## src/rtl/mux_pkg.sv

```systemverilog
// Shared types and constants for the scanning channel mux.
// Holds the FSM state type and the dwell-limit helper used by the scan counter.
package mux_pkg;

   localparam int DEF_WIDTH = 16;

   typedef enum logic {
      MAN  = 1'b0,
      SCAN = 1'b1
   } mux_state_t;

   // A dwell of 0 behaves like 1: the counter limit never underflows.
   function automatic logic [7:0] dwell_limit(input logic [7:0] dwell);
      return (dwell == 8'd0) ? 8'd0 : dwell - 8'd1;
   endfunction

endpackage

```

## src/rtl/mux_scan_n_rr_next.sv

```systemverilog
// Round-robin search: first valid channel strictly after cur, wrapping CH-1 -> 0.
// Purely combinational; found is low when no other channel is valid.
module rr_next #(
   parameter int CH   = 4,
   parameter int SELW = $clog2(CH)
) (
   input  logic [CH-1:0]   valid,
   input  logic [SELW-1:0] cur,
   output logic [SELW-1:0] nxt,
   output logic            found
);

   logic [SELW:0]   sum;
   logic [SELW-1:0] idx;

   // Walk offsets from farthest to nearest so the nearest valid channel wins.
   always_comb begin
      nxt   = cur;
      found = 1'b0;
      sum   = '0;
      idx   = '0;
      for (int k = CH - 1; k >= 1; k--) begin
         sum = {1'b0, cur} + (SELW+1)'(k);
         if (sum >= (SELW+1)'(CH)) begin
            sum = sum - (SELW+1)'(CH);
         end
         idx = sum[SELW-1:0];
         if (valid[idx]) begin
            nxt   = idx;
            found = 1'b1;
         end
      end
   end

endmodule

```

## src/rtl/mux_scan_n.sv

```systemverilog
// N-channel mux with manual select or dwell-based round-robin scan; 1-cycle registered output.
// Output register holds while out_valid && !out_ready; scan pointer and dwell counter freeze too.
module mux_scan_n
   import mux_pkg::*;
#(
   parameter int WIDTH = DEF_WIDTH,
   parameter int CH    = 4,
   parameter int SELW  = $clog2(CH)
) (
   input  logic                CLK,
   input  logic                RST_N,
   input  logic [CH*WIDTH-1:0] in_data,
   input  logic [CH-1:0]       in_valid,
   input  logic [SELW-1:0]     sel,
   input  logic                mode,
   input  logic [7:0]          dwell,
   output logic [WIDTH-1:0]    out_data,
   output logic                out_valid,
   input  logic                out_ready,
   output logic [SELW-1:0]     out_ch
);

   mux_state_t      state_q, state_d;
   logic [SELW-1:0] ptr_q, ptr_d;
   logic [7:0]      cnt_q, cnt_d;
   logic [SELW-1:0] sel_c;
   logic [SELW-1:0] cur;
   logic [7:0]      lim;
   logic            load;
   logic [SELW-1:0] rr_idx;
   logic            rr_found;
   logic [WIDTH-1:0] chan [CH];

   for (genvar k = 0; k < CH; k++) begin : g_chan
      assign chan[k] = in_data[k*WIDTH +: WIDTH];
   end

   // Out-of-range manual selections fall back to channel 0.
   assign sel_c = ({1'b0, sel} >= (SELW+1)'(CH)) ? '0 : sel;
   assign load  = !out_valid || out_ready;
   assign lim   = dwell_limit(dwell);

   rr_next #(
      .CH   (CH),
      .SELW (SELW)
   ) u_rr_next (
      .valid (in_valid),
      .cur   (ptr_q),
      .nxt   (rr_idx),
      .found (rr_found)
   );

   always_comb begin
      state_d = state_q;
      ptr_d   = ptr_q;
      cnt_d   = cnt_q;
      cur     = sel_c;
      unique case (state_q)
         MAN: begin
            if (mode) begin
               state_d = SCAN;
               ptr_d   = sel_c;
               cnt_d   = '0;
            end
         end
         SCAN: begin
            if (!mode) begin
               state_d = MAN;
            end else begin
               cur = ptr_q;
               // A limit already exceeded (dwell lowered mid-run) advances at once.
               if (load) begin
                  if (cnt_q >= lim) begin
                     cnt_d = '0;
                     if (rr_found) begin
                        ptr_d = rr_idx;
                     end
                  end else if (in_valid[ptr_q]) begin
                     cnt_d = cnt_q + 8'd1;
                  end
               end
            end
         end
         default: state_d = MAN;
      endcase
   end

   always_ff @(posedge CLK) begin
      if (!RST_N) begin
         state_q <= MAN;
         ptr_q   <= '0;
         cnt_q   <= '0;
      end else begin
         state_q <= state_d;
         ptr_q   <= ptr_d;
         cnt_q   <= cnt_d;
      end
   end

   always_ff @(posedge CLK) begin
      if (!RST_N) begin
         out_data  <= '0;
         out_valid <= 1'b0;
         out_ch    <= '0;
      end else if (load) begin
         out_data  <= chan[cur];
         out_valid <= in_valid[cur];
         out_ch    <= cur;
      end
   end

endmodule

```

## config.mk

```make
export PLATFORM = sky130hd
export DESIGN_NAME = mux_scan_n
export DESIGN_NICKNAME = d
export VERILOG_FILES = /design/src/rtl/mux_pkg.sv /design/src/rtl/mux_scan_n_rr_next.sv /design/src/rtl/mux_scan_n.sv
export SDC_FILE = /design/constraint.sdc
export NUM_CORES = 1
export LEC_CHECK = 0
export CAP_MARGIN = 20
export CORE_ASPECT_RATIO = 2
export CORE_MARGIN = 10
export CORE_UTILIZATION = 30
export CTS_CLUSTER_SIZE = 28
export DETAILED_ROUTE_END_ITERATION = 10
export SKIP_CTS_REPAIR_TIMING = 1
export SYNTH_ARGS = -nofsm -noshare
export SYNTH_HDL_FRONTEND = slang
export SYNTH_SLANG_ARGS = --single-unit
export TNS_END_PERCENT = 20
```

## constraint.sdc

```tcl
create_clock -name CLK -period 3.8 [get_ports CLK]
set_input_delay 0.57 -clock CLK [delete_from_list [all_inputs] [get_ports CLK]]
set_output_delay 0.57 -clock CLK [all_outputs]
set_load 0.05 [all_outputs]
```

==> results.sh, run 1 <==
export IMPL_status="finished, final reports clean"
export IMPL_grt_ovfl_total=0
export IMPL_viasPerCell=5.088
export IMPL_grt_pass1_wl_um=11790
export IMPL_syn_inst=239
export IMPL_crit_path_max_fanout=16
export IMPL_antenna_found_initial=0
export IMPL_io_pins=101
export IMPL_ys_flop_type="dfxtp_1"
export IMPL_area_growth_pct=54.87
export IMPL_synth_fa_ha_area_frac=0.05634
export IMPL_layout_min_cycle_time_ns=3.539
export IMPL_syn_nets=331
export IMPL_cap_violations=0
export IMPL_syn_area_mm2=0.002221
export IMPL_holdWs_ns=0.4493
export IMPL_ys_seq_area_frac=0.2704
export IMPL_ys_ff_latch=30
export IMPL_synthDistinctLibCells=49
export IMPL_cts_sinks=30
export IMPL_die_w_um=80.84
export IMPL_max_slew_margin=0.3828
export IMPL_async_flop_share=0
export IMPL_drive_gt1_frac=0.1032
export IMPL_tightest_slew_ns=0.9248
export IMPL_placed_cells=424
export IMPL_synth_simple_gate_area_share=0.2186
export IMPL_hold_viol=0
export IMPL_layout_nets=431
export IMPL_diodes=0
export IMPL_routed_wl_um=7217
export IMPL_dieArea_mm2=0.01145
export IMPL_portBuffers=100
export IMPL_wl_per_cell_um=16.74
export IMPL_fill_cells=740
export IMPL_synth_edf_count=0
export IMPL_drtIter0Drc=58
export IMPL_irDropWorstVdd_uv=188.0
export IMPL_critPathCaptureType="flip-flop"
export IMPL_fp_row_count=44
export IMPL_critical_path_arrival_ns=3.74
export IMPL_coreArea_mm2=0.007267
export IMPL_cts_tree="yes"
export IMPL_startpoint_type="input port"
export IMPL_synth_xor_area_frac=0.01183
export IMPL_critPathKind="in -> reg"
export IMPL_cts_buffers=5
export IMPL_mostFrequentLayoutCells="clkdlybuf4s50_1 (100), nand2_1 (51), dfxtp_1 (30), a21oi_1 (15), mux4_2 (11)"
export IMPL_htree_levels=2
export IMPL_clkLatencyLatePin_ns=0.27
export IMPL_grt_usage=0.1288
export IMPL_die_h_um=141.7
export IMPL_grt_max_degree=25
export IMPL_max_freq_mhz=282.6
export IMPL_synth_warnings=0
export IMPL_finalCritPeriodShare=0.9313
export IMPL_fin_skew_ns=0.003472
export IMPL_mostFrequentLayoutCell="clkdlybuf4s50_1"
export IMPL_clk_pin_slew_ns=0.05
export IMPL_synth_top_family_by_area="multiplexers"
export IMPL_p_leak_uw=0.001297
export IMPL_slew_violations=0
export IMPL_drc=0
export IMPL_dr_pass1_iters=4
export IMPL_synth_compound_area_share=0.1668
export IMPL_rsz0062_at_grt="false"
export IMPL_grt_pass1_vias=2390
export IMPL_fin_cells=431
export IMPL_initial_core_util=0.3056
export IMPL_drtAntennaViolNets=0
export IMPL_clockRootBuffer="clkbuf_16"
export IMPL_hpwl_um=5913
export IMPL_synth_mux_area_frac=0.2270
export IMPL_required_ns=4.00
export IMPL_vias=2193
export IMPL_hp_class="reg -> reg"
export IMPL_syn_avg_cell_area_um2=9.292
export IMPL_cellPowerDensity_mw_per_mm2=315.7
export IMPL_cts_buffer_depth=2
export IMPL_place_congestion=0.8047
export IMPL_setup_viol=0
routing by layer:
metal	vias to the layer above	wire length [um]	GRT usage
met4	0	108	0.04583
met3	7	650	0.05190
met2	69	4085	0.2454
met1	1025	2372	0.1143
li1	1092	-	-
met5	-	0	0
sequential cells by signal, summed over array words and instances, names as in the netlist:
| register | cells |
|---|---|
| out_ch | 2 |
| ptr_q | 2 |
| cnt_q | 8 |
| out_data | 16 |
| state_q | 1 |
| out_valid | 1 |
synth_stat cells (4+ instances only):
cell,instances,share of area
nor2_1,9,0.015
nor2b_1,6,0.017
a211oi_1,4,0.014
a21oi_1,15,0.034
inv_1,8,0.014
nand3_1,8,0.018
ha_1,10,0.056
mux4_1,8,0.095
a21oi_2,8,0.032
clkbuf_1,7,0.012
o22ai_1,4,0.011
nand2_1,51,0.086
dfxtp_1,30,0.27
nor3_1,7,0.016
mux4_2,11,0.11
worst max-delay path, cell delays in order:
cell and delay [ns]:
clkdlybuf4s50_1 0.42, inv_1 0.08, ha_1 0.17, nor2b_1 0.20
nand3b_1 0.14, or3_1 0.41, and2_1 0.20, ha_1 0.26
nor3b_1 0.20, o21ai_1 0.14, a2111oi_4 0.39, buf_6 0.21
nand3_1 0.16, o22ai_1 0.20
power by group:
| part | switching, uW | leakage, uW | internal [uW] |
|---|---|---|---|
| clock | 132 | 0.0000640 | 239 |
| sequential | 19.2 | 0.000247 | 339 |
| combinational | 173 | 0.000986 | 184 |
metrics by stage:
stage / total power, uW / TNS (ns) / worst slack, ns / cell area (um2) / utilization
4_1_cts: 1097 / 0 / 0.2287 / 3436 / 0.4728
3_3_place_gp: 720.4 / 0 / 0.07252 / 3303 / 0.4545
5_1_grt: 1135 / 0 / 0.01146 / 3440 / 0.4733
2_1_floorplan: 569.9 / 0 / 0.6259 / 2221 / -
6_report: 1086 / 0 / 0.2610 / 3440 / 0.4733
3_5_place_dp: 724.2 / -0.1199 / -0.04731 / 3303 / 0.4545
kinds of logic after synthesis:
logic type	after synthesis
adders and majority gates	10
buffers and inverters	21
AOI/OAI and AO/OA	51
and+or+nand+nor	102
DFF	30
xor gates and xnor gates	3
muxes	22
path summary, 6_finish.rpt:
check                                 start           to  slack [ns]  cells after the start
worst min register to register  out_data[3]  out_data[3]        0.45                      2
worst max-delay path               dwell[0]     cnt_q[0]        0.26                     14
worst max register to register     cnt_q[3]     cnt_q[0]        1.61                      7
worst min-delay path            out_data[3]  out_data[3]        0.45                      2
layout make-up:
cell class                 count  area [um2]  share of cell area
multi-input combinational    188        1511              0.4394
timing repair buffer         106        1050              0.3052
sequential                    30       600.6              0.1746
clock buffer                   7       132.6             0.03856
tap                           92       115.1             0.03347
inverter                       8       30.03            0.008730
Note: power is estimated with default switching activity, not from simulation.
==> inputs of run 2 (changes only) <==
--- a/config.mk
+++ b/config.mk
@@ -11,6 +11,7 @@
 export CORE_UTILIZATION = 30
 export CTS_CLUSTER_SIZE = 28
 export DETAILED_ROUTE_END_ITERATION = 10
+export RECOVER_POWER = 100
 export SKIP_CTS_REPAIR_TIMING = 1
 export SYNTH_ARGS = -nofsm -noshare
 export SYNTH_HDL_FRONTEND = slang
==> constraint.sdc (replaced) <==
create_clock -name CLK -period 3.6 [get_ports CLK]
set_input_delay 0.54 -clock CLK [delete_from_list [all_inputs] [get_ports CLK]]
set_output_delay 0.54 -clock CLK [all_outputs]
set_load 0.05 [all_outputs]
==> run 2 against run 1 <==
  * Worst hold slack worse by 0.0024 ns
  * Sequential power is 5% higher
  * Sequential cell count stayed put
  * Setup slack got worse by 0.0015 ns
  * Critical endpoint is now ptr_q[0]
  * Critical path type unchanged
==> results.sh, run 2 (synthesis gave the netlist of run 1 again) <==
export IMPL_die_w_um=80.84
export IMPL_clockRootBuffer="clkbuf_16"
export IMPL_hold_viol=0
export IMPL_cts_buffer_depth=2
export IMPL_largest_reg_flops=16
export IMPL_drtAntennaViolNets=0
export IMPL_grt_pass1_wl_um=11760
export IMPL_crit_chain="clkdlybuf4s50_1, inv_1, ha_1, nor2b_2, nand3b_1, or3_4, and2_0, ha_1, nor3b_1, o21ai_1, a2111oi_4, buf_4, a2111oi_0, o211a_1"
export IMPL_initial_core_util=0.3056
export IMPL_irDropWorstVdd_uv=207.0
export IMPL_fp_row_count=44
export IMPL_mostFrequentLayoutCells="clkdlybuf4s50_1 (79), nand2_1 (52), dfxtp_1 (30), dlygate4sd3_1 (21), a21oi_1 (15)"
export IMPL_setup_slack_ns=0.2595
export IMPL_max_slew_margin=0.1198
export IMPL_fin_cells=434
export IMPL_diodes=0
export IMPL_critPathCaptureType="flip-flop"
export IMPL_cts_sinks=30
export IMPL_grt_ovfl_total=0
export IMPL_drive_gt1_frac=0.1199
export IMPL_cts_buffers=5
export IMPL_critical_path_arrival_ns=3.50
export IMPL_timing_rr_start="state_q"
export IMPL_startpoint_type="input port"
export IMPL_clkLatencyLatePin_ns=0.27
export IMPL_placed_cells=427
export IMPL_viasPerCell=5.194
export IMPL_dieArea_mm2=0.01145
export IMPL_slew_violations=0
export IMPL_finalCritPeriodShare=0.9279
export IMPL_status="finished, final reports clean"
export IMPL_hp_class="reg -> reg"
export IMPL_die_h_um=141.7
export IMPL_clk_pin_slew_ns=0.05
export IMPL_crit_path_max_fanout=8
export IMPL_p_leak_uw=0.001353
export IMPL_tightest_slew_ns=1.320
export IMPL_max_freq_mhz=299.4
export IMPL_grt_usage=0.1292
export IMPL_cap_violations=0
export IMPL_cpMostUsedCell="ha_1"
export IMPL_cellPowerDensity_mw_per_mm2=327.9
export IMPL_grt_max_degree=25
export IMPL_drtIter0Drc=103
export IMPL_wl_per_cell_um=16.78
export IMPL_setup_tns_ns=0
export IMPL_mostFrequentLayoutCell="clkdlybuf4s50_1"
export IMPL_layout_nets=434
export IMPL_htree_levels=2
export IMPL_io_pins=101
export IMPL_layout_min_cycle_time_ns=3.341
export IMPL_required_ns=3.76
export IMPL_routed_wl_um=7284
export IMPL_portBuffers=100
export IMPL_hold_start="out_data[6]"
export IMPL_area_growth_pct=56.11
export IMPL_place_congestion=0.8163
export IMPL_preCtsSetupSlack_ns=-0.1039
export IMPL_vias=2254
export IMPL_cts_tree="yes"
export IMPL_dr_pass1_iters=4
export IMPL_rsz0062_at_grt="false"
export IMPL_setup_viol=0
export IMPL_cp_slowest_cell="clkdlybuf4s50_1"
export IMPL_reg_top3="out_data x16, cnt_q x8"
export IMPL_grt_pass1_vias=2473
export IMPL_drc=0
export IMPL_coreArea_mm2=0.007267
export IMPL_hpwl_um=6012
export IMPL_crit_path_start="dwell[0]"
export IMPL_fin_skew_ns=0.003803
export IMPL_slowest_delay_ns=0.42
export IMPL_antenna_found_initial=0
export IMPL_regMostFlops="out_data"
export IMPL_critPathKind="in -> reg"
==> run 2: changes by cell type in the layout (fill, tap and decap cells not counted), sizes merged <==
cell and change:
buf +2, clkdlybuf4s50 -21, clkbuf -1, clkinv +2, dlygate4sd3 +21
==> run 2: critical path: cells and delay by family <==
family	cells	cell delay, ns
and+or+nand+nor	5	1.02
AOI/OAI and AO/OA	4	0.80
buffers and inverters	3	0.71
adders and majority gates	2	0.44
==> run 2: final timing paths <==
kind,end,slack (ns),cells after the start
min,out_data[6],0.45,2
max,ptr_q[0],0.26,14
min reg2reg,out_data[6],0.45,2
max reg2reg,out_data[3],0.86,6
==> run 2: final cells by class <==
type / instances / area [um2]
fillers: 752 / 3800
multi-input cells: 188 / 1521
repair buffers: 109 / 1065
flip-flops and latches: 30 / 600.6
clock buffers: 5 / 125.1
well taps: 92 / 115.1
inverters: 8 / 30.03
clock inverters: 2 / 10.01
==> run 2: through the flow <==
step / util / hold slack [ns] / area [um2] / total power (uW)
after global placement: 0.4576 / 0.4382 / 3326 / 762.3
after CTS: 0.4762 / 0.4527 / 3461 / 1162
after detailed placement: 0.4576 / 0.4454 / 3326 / 767.3
final: 0.4771 / 0.4469 / 3467 / 1137
after global routing: 0.4771 / 0.4803 / 3467 / 1200
after floorplan: - / 0.4723 / 2221 / 601.6
==> run 2: routing by layer <==
layer	part of all wire	track usage	vias to the layer above
met4	0.017	0.04675	0
met5	0	0	-
met1	0.32	0.1076	1067
met3	0.090	0.05696	7
met2	0.58	0.2504	78
li1	-	-	1102
==> run 2: report_power, final <==
| part | switching, uW | internal [uW] |
|---|---|---|
| Clock | 141 | 249 |
| Sequential | 19.0 | 357 |
| Combinational | 184 | 186 |
==> inputs of run 3 (changes only) <==
--- a/config.mk
+++ b/config.mk
@@ -15,5 +15,6 @@
 export SKIP_CTS_REPAIR_TIMING = 1
 export SYNTH_ARGS = -nofsm -noshare
 export SYNTH_HDL_FRONTEND = slang
+export SYNTH_HIERARCHICAL = 1
 export SYNTH_SLANG_ARGS = --single-unit
 export TNS_END_PERCENT = 20
==> run 3 against run 2 <==
  * Count of clock-buffer cells in the layout up 2
  * Critical path depth unchanged
  * Setup slack worse by 0.020 ns
  * Via count down 8.9%
  * Die area down 4.8%
  * Sequential share of layout area up 0.63 points
  * Non-clock buffer count up 1
  * Register-to-register slack worse by 0.07 ns
  * Sequential power about the same
  * Combinational power down 2%
  * Highest routed layer unchanged
==> results.sh, run 3 <==
export IMPL_post_route_cell_area_mm2=0.003346
export IMPL_grt_usage=0.1287
export IMPL_syn_inst=196
export IMPL_synth_edf_count=0
export IMPL_critPathKind="in -> reg"
export IMPL_slew_violations=0
export IMPL_io_pins=101
export IMPL_wl_per_cell_um=17.99
export IMPL_async_flop_share=0
export IMPL_clockRootBuffer="clkbuf_16"
export IMPL_cap_violations=0
export IMPL_dieArea_mm2=0.01091
export IMPL_netlist_area_leader_share=0.2874
export IMPL_grt_pass1_vias=2118
export IMPL_max_freq_mhz=297.6
export IMPL_cts_tree="yes"
export IMPL_mostFrequentLayoutCell="clkdlybuf4s50_1"
export IMPL_place_area_mm2=0.003228
export IMPL_net_switching_power_uw=325.1
export IMPL_largest_reg_flops=16
export IMPL_tightest_slew_ns=1.016
export IMPL_clkPwrFrac=0.341
export IMPL_drive_gt1_frac=0.1042
export IMPL_cts_buffers=5
export IMPL_area_growth_pct=60.12
export IMPL_regMostFlops="out_data"
export IMPL_ys_seq_area_frac=0.2874
export IMPL_status="finished, final reports clean"
export IMPL_ys_flop_type="dfxtp_1"
export IMPL_rsz0062_at_grt="false"
export IMPL_crit_path_max_fanout=4
export IMPL_yosysTopAreaCell="dfxtp_1"
export IMPL_hp_class="reg -> reg"
export IMPL_grt_pass1_wl_um=11210
export IMPL_layout_min_cycle_time_ns=3.360
export IMPL_coreArea_mm2=0.006887
export IMPL_synth_warnings=6
export IMPL_yosysMostFrequentCell="dfxtp_1"
export IMPL_place_congestion=0.7977
export IMPL_critPathCaptureType="flip-flop"
export IMPL_required_ns=3.76
export IMPL_finalCritPeriodShare=0.9334
export IMPL_hpwl_um=6045
export IMPL_clk_pin_slew_ns=0.05
export IMPL_p_leak_uw=0.001381
export IMPL_r2r_slack_ns=0.79
export IMPL_syn_nets=288
export IMPL_grt_ovfl_total=0
export IMPL_power_uw=1125
export IMPL_syn_area_mm2=0.002090
export IMPL_routed_wl_um=7144
export IMPL_htree_levels=2
export IMPL_die_h_um=138.0
export IMPL_cellPowerDensity_mw_per_mm2=336.2
export IMPL_clkLatencyLatePin_ns=0.27
export IMPL_synth_area_leaders="dfxtp_1 (29%), mux4_1 (11%), mux4_2 (9.7%), a22o_1 (6.7%), ha_1 (6.0%)"
export IMPL_antenna_found_initial=0
export IMPL_reg_top3="out_data x16, cnt_q x8"
export IMPL_startpoint_type="input port"
export IMPL_pwr_share_seq=0.335
export IMPL_hold_viol=0
export IMPL_preCtsSetupSlack_ns=-0.09894
export IMPL_fp_row_count=43
export IMPL_drtAntennaViolNets=0
export IMPL_vias=2054
export IMPL_mostFrequentLayoutCells="clkdlybuf4s50_1 (79), dfxtp_1 (30), dlygate4sd3_1 (21), nor2_1 (17), a22o_1 (16)"
export IMPL_internal_power_uw=799.6
export IMPL_cts_sinks=30
export IMPL_portBuffers=100
export IMPL_viasPerCell=5.174
export IMPL_synthDistinctLibCells=49
export IMPL_yosys_top_cells_count="dfxtp_1 (30), nor2_1 (17), a22o_1 (16)"
export IMPL_diodes=0
export IMPL_drc=0
export IMPL_syn_avg_cell_area_um2=10.66
export IMPL_max_slew_margin=0.3036
export IMPL_drtIter0Drc=70
export IMPL_critical_path_arrival_ns=3.52
export IMPL_die_w_um=79.01
export IMPL_initial_core_util=0.3034
export IMPL_irDropWorstVdd_uv=212.3
export IMPL_setup_slack_ns=0.2399
export IMPL_ys_ff_latch=30
export IMPL_cts_buffer_depth=2
export IMPL_grt_max_degree=18
export IMPL_dr_pass1_iters=4
export IMPL_setup_viol=0
export IMPL_fin_skew_ns=0.005242
export IMPL_p_sw_frac=0.2891
export IMPL_p_comb_frac=0.324
export IMPL_layout_nets=399
run 3: cell types whose count changed after synthesis, sizes merged, moves of 3 or more:
| cell | previous run | this run |
|---|---|---|
| nor2 | 9 | 17 |
| nand3 | 8 | 5 |
| buf | 6 | 3 |
| nand2 | 52 | 13 |
| a21oi | 23 | 7 |
| xor2 | 2 | 5 |
| o22ai | 4 | 1 |
| clkbuf | 7 | 3 |
| a22o | 0 | 16 |
run 3: metal layers:
layer / vias to the layer above / global-route usage / share of wire
met1: 971 / 0.1304 / 0.38
met4: 0 / 0.04653 / 0.016
met5: - / 0 / 0
li1: 995 / - / -
met2: 79 / 0.2367 / 0.54
met3: 9 / 0.03636 / 0.070
run 3: layout make-up:
class	count	area, um2
inverters	8	30.03
fillers	699	3541
multi-input cells	152	1400
well taps	90	112.6
repair buffers	110	1070
flip-flops and latches	30	600.6
clock buffers	7	132.6
run 3: per-stage QoR:
step / hold WS [ns] / instances / setup TNS [ns] / util
floorplan: 0.4994 / 196 / 0 / -
global placement: 0.4588 / 390 / 0 / 0.4688
detailed placement: 0.4633 / 390 / -0.6291 / 0.4688
CTS: 0.4796 / 397 / 0 / 0.4880
global route: 0.4853 / 397 / 0 / 0.4858
finish: 0.4680 / 397 / 0 / 0.4858
run 3: logic make-up after synthesis:
| logic type | count (synthesis) | share of synthesized area |
|---|---|---|
| simple gates | 66 | 0.1707 |
| compound gates | 46 | 0.1713 |
| flops | 30 | 0.2874 |
| mux | 24 | 0.2473 |
| buf+inv | 14 | 0.03832 |
| fa+ha+maj | 10 | 0.05988 |
| xor+xnor | 6 | 0.02515 |
run 3: final timing paths:
check / from / to / cells after the start
setup / recovery: dwell[0] / ptr_q[0] / 14
hold / removal: out_data[13] / out_data[13] / 1
setup reg to reg: state_q / out_data[15] / 5
hold reg to reg: out_data[13] / out_data[13] / 1
run 3: power groups by stage:
stage / clock network [uW] / registers [uW] / logic, uW
2_1_floorplan: 0 / 458 / 133
3_3_place_gp: 0 / 384 / 374
3_5_place_dp: 0 / 385 / 378
4_1_cts: 395 / 378 / 380
5_1_grt: 407 / 379 / 390
6_report: 383 / 377 / 365
run 3: critical path, cell delays in order:
cell and delay (ns):
clkdlybuf4s50_1 0.43, inv_1 0.08, ha_1 0.15, nor2b_2 0.16, nand3b_1 0.10, or3_1 0.33, and2_0 0.17, ha_1 0.26
nand2b_1 0.13, a2111oi_1 0.40, buf_4 0.19, o31a_1 0.22, nor3_1 0.09, o221a_2 0.27
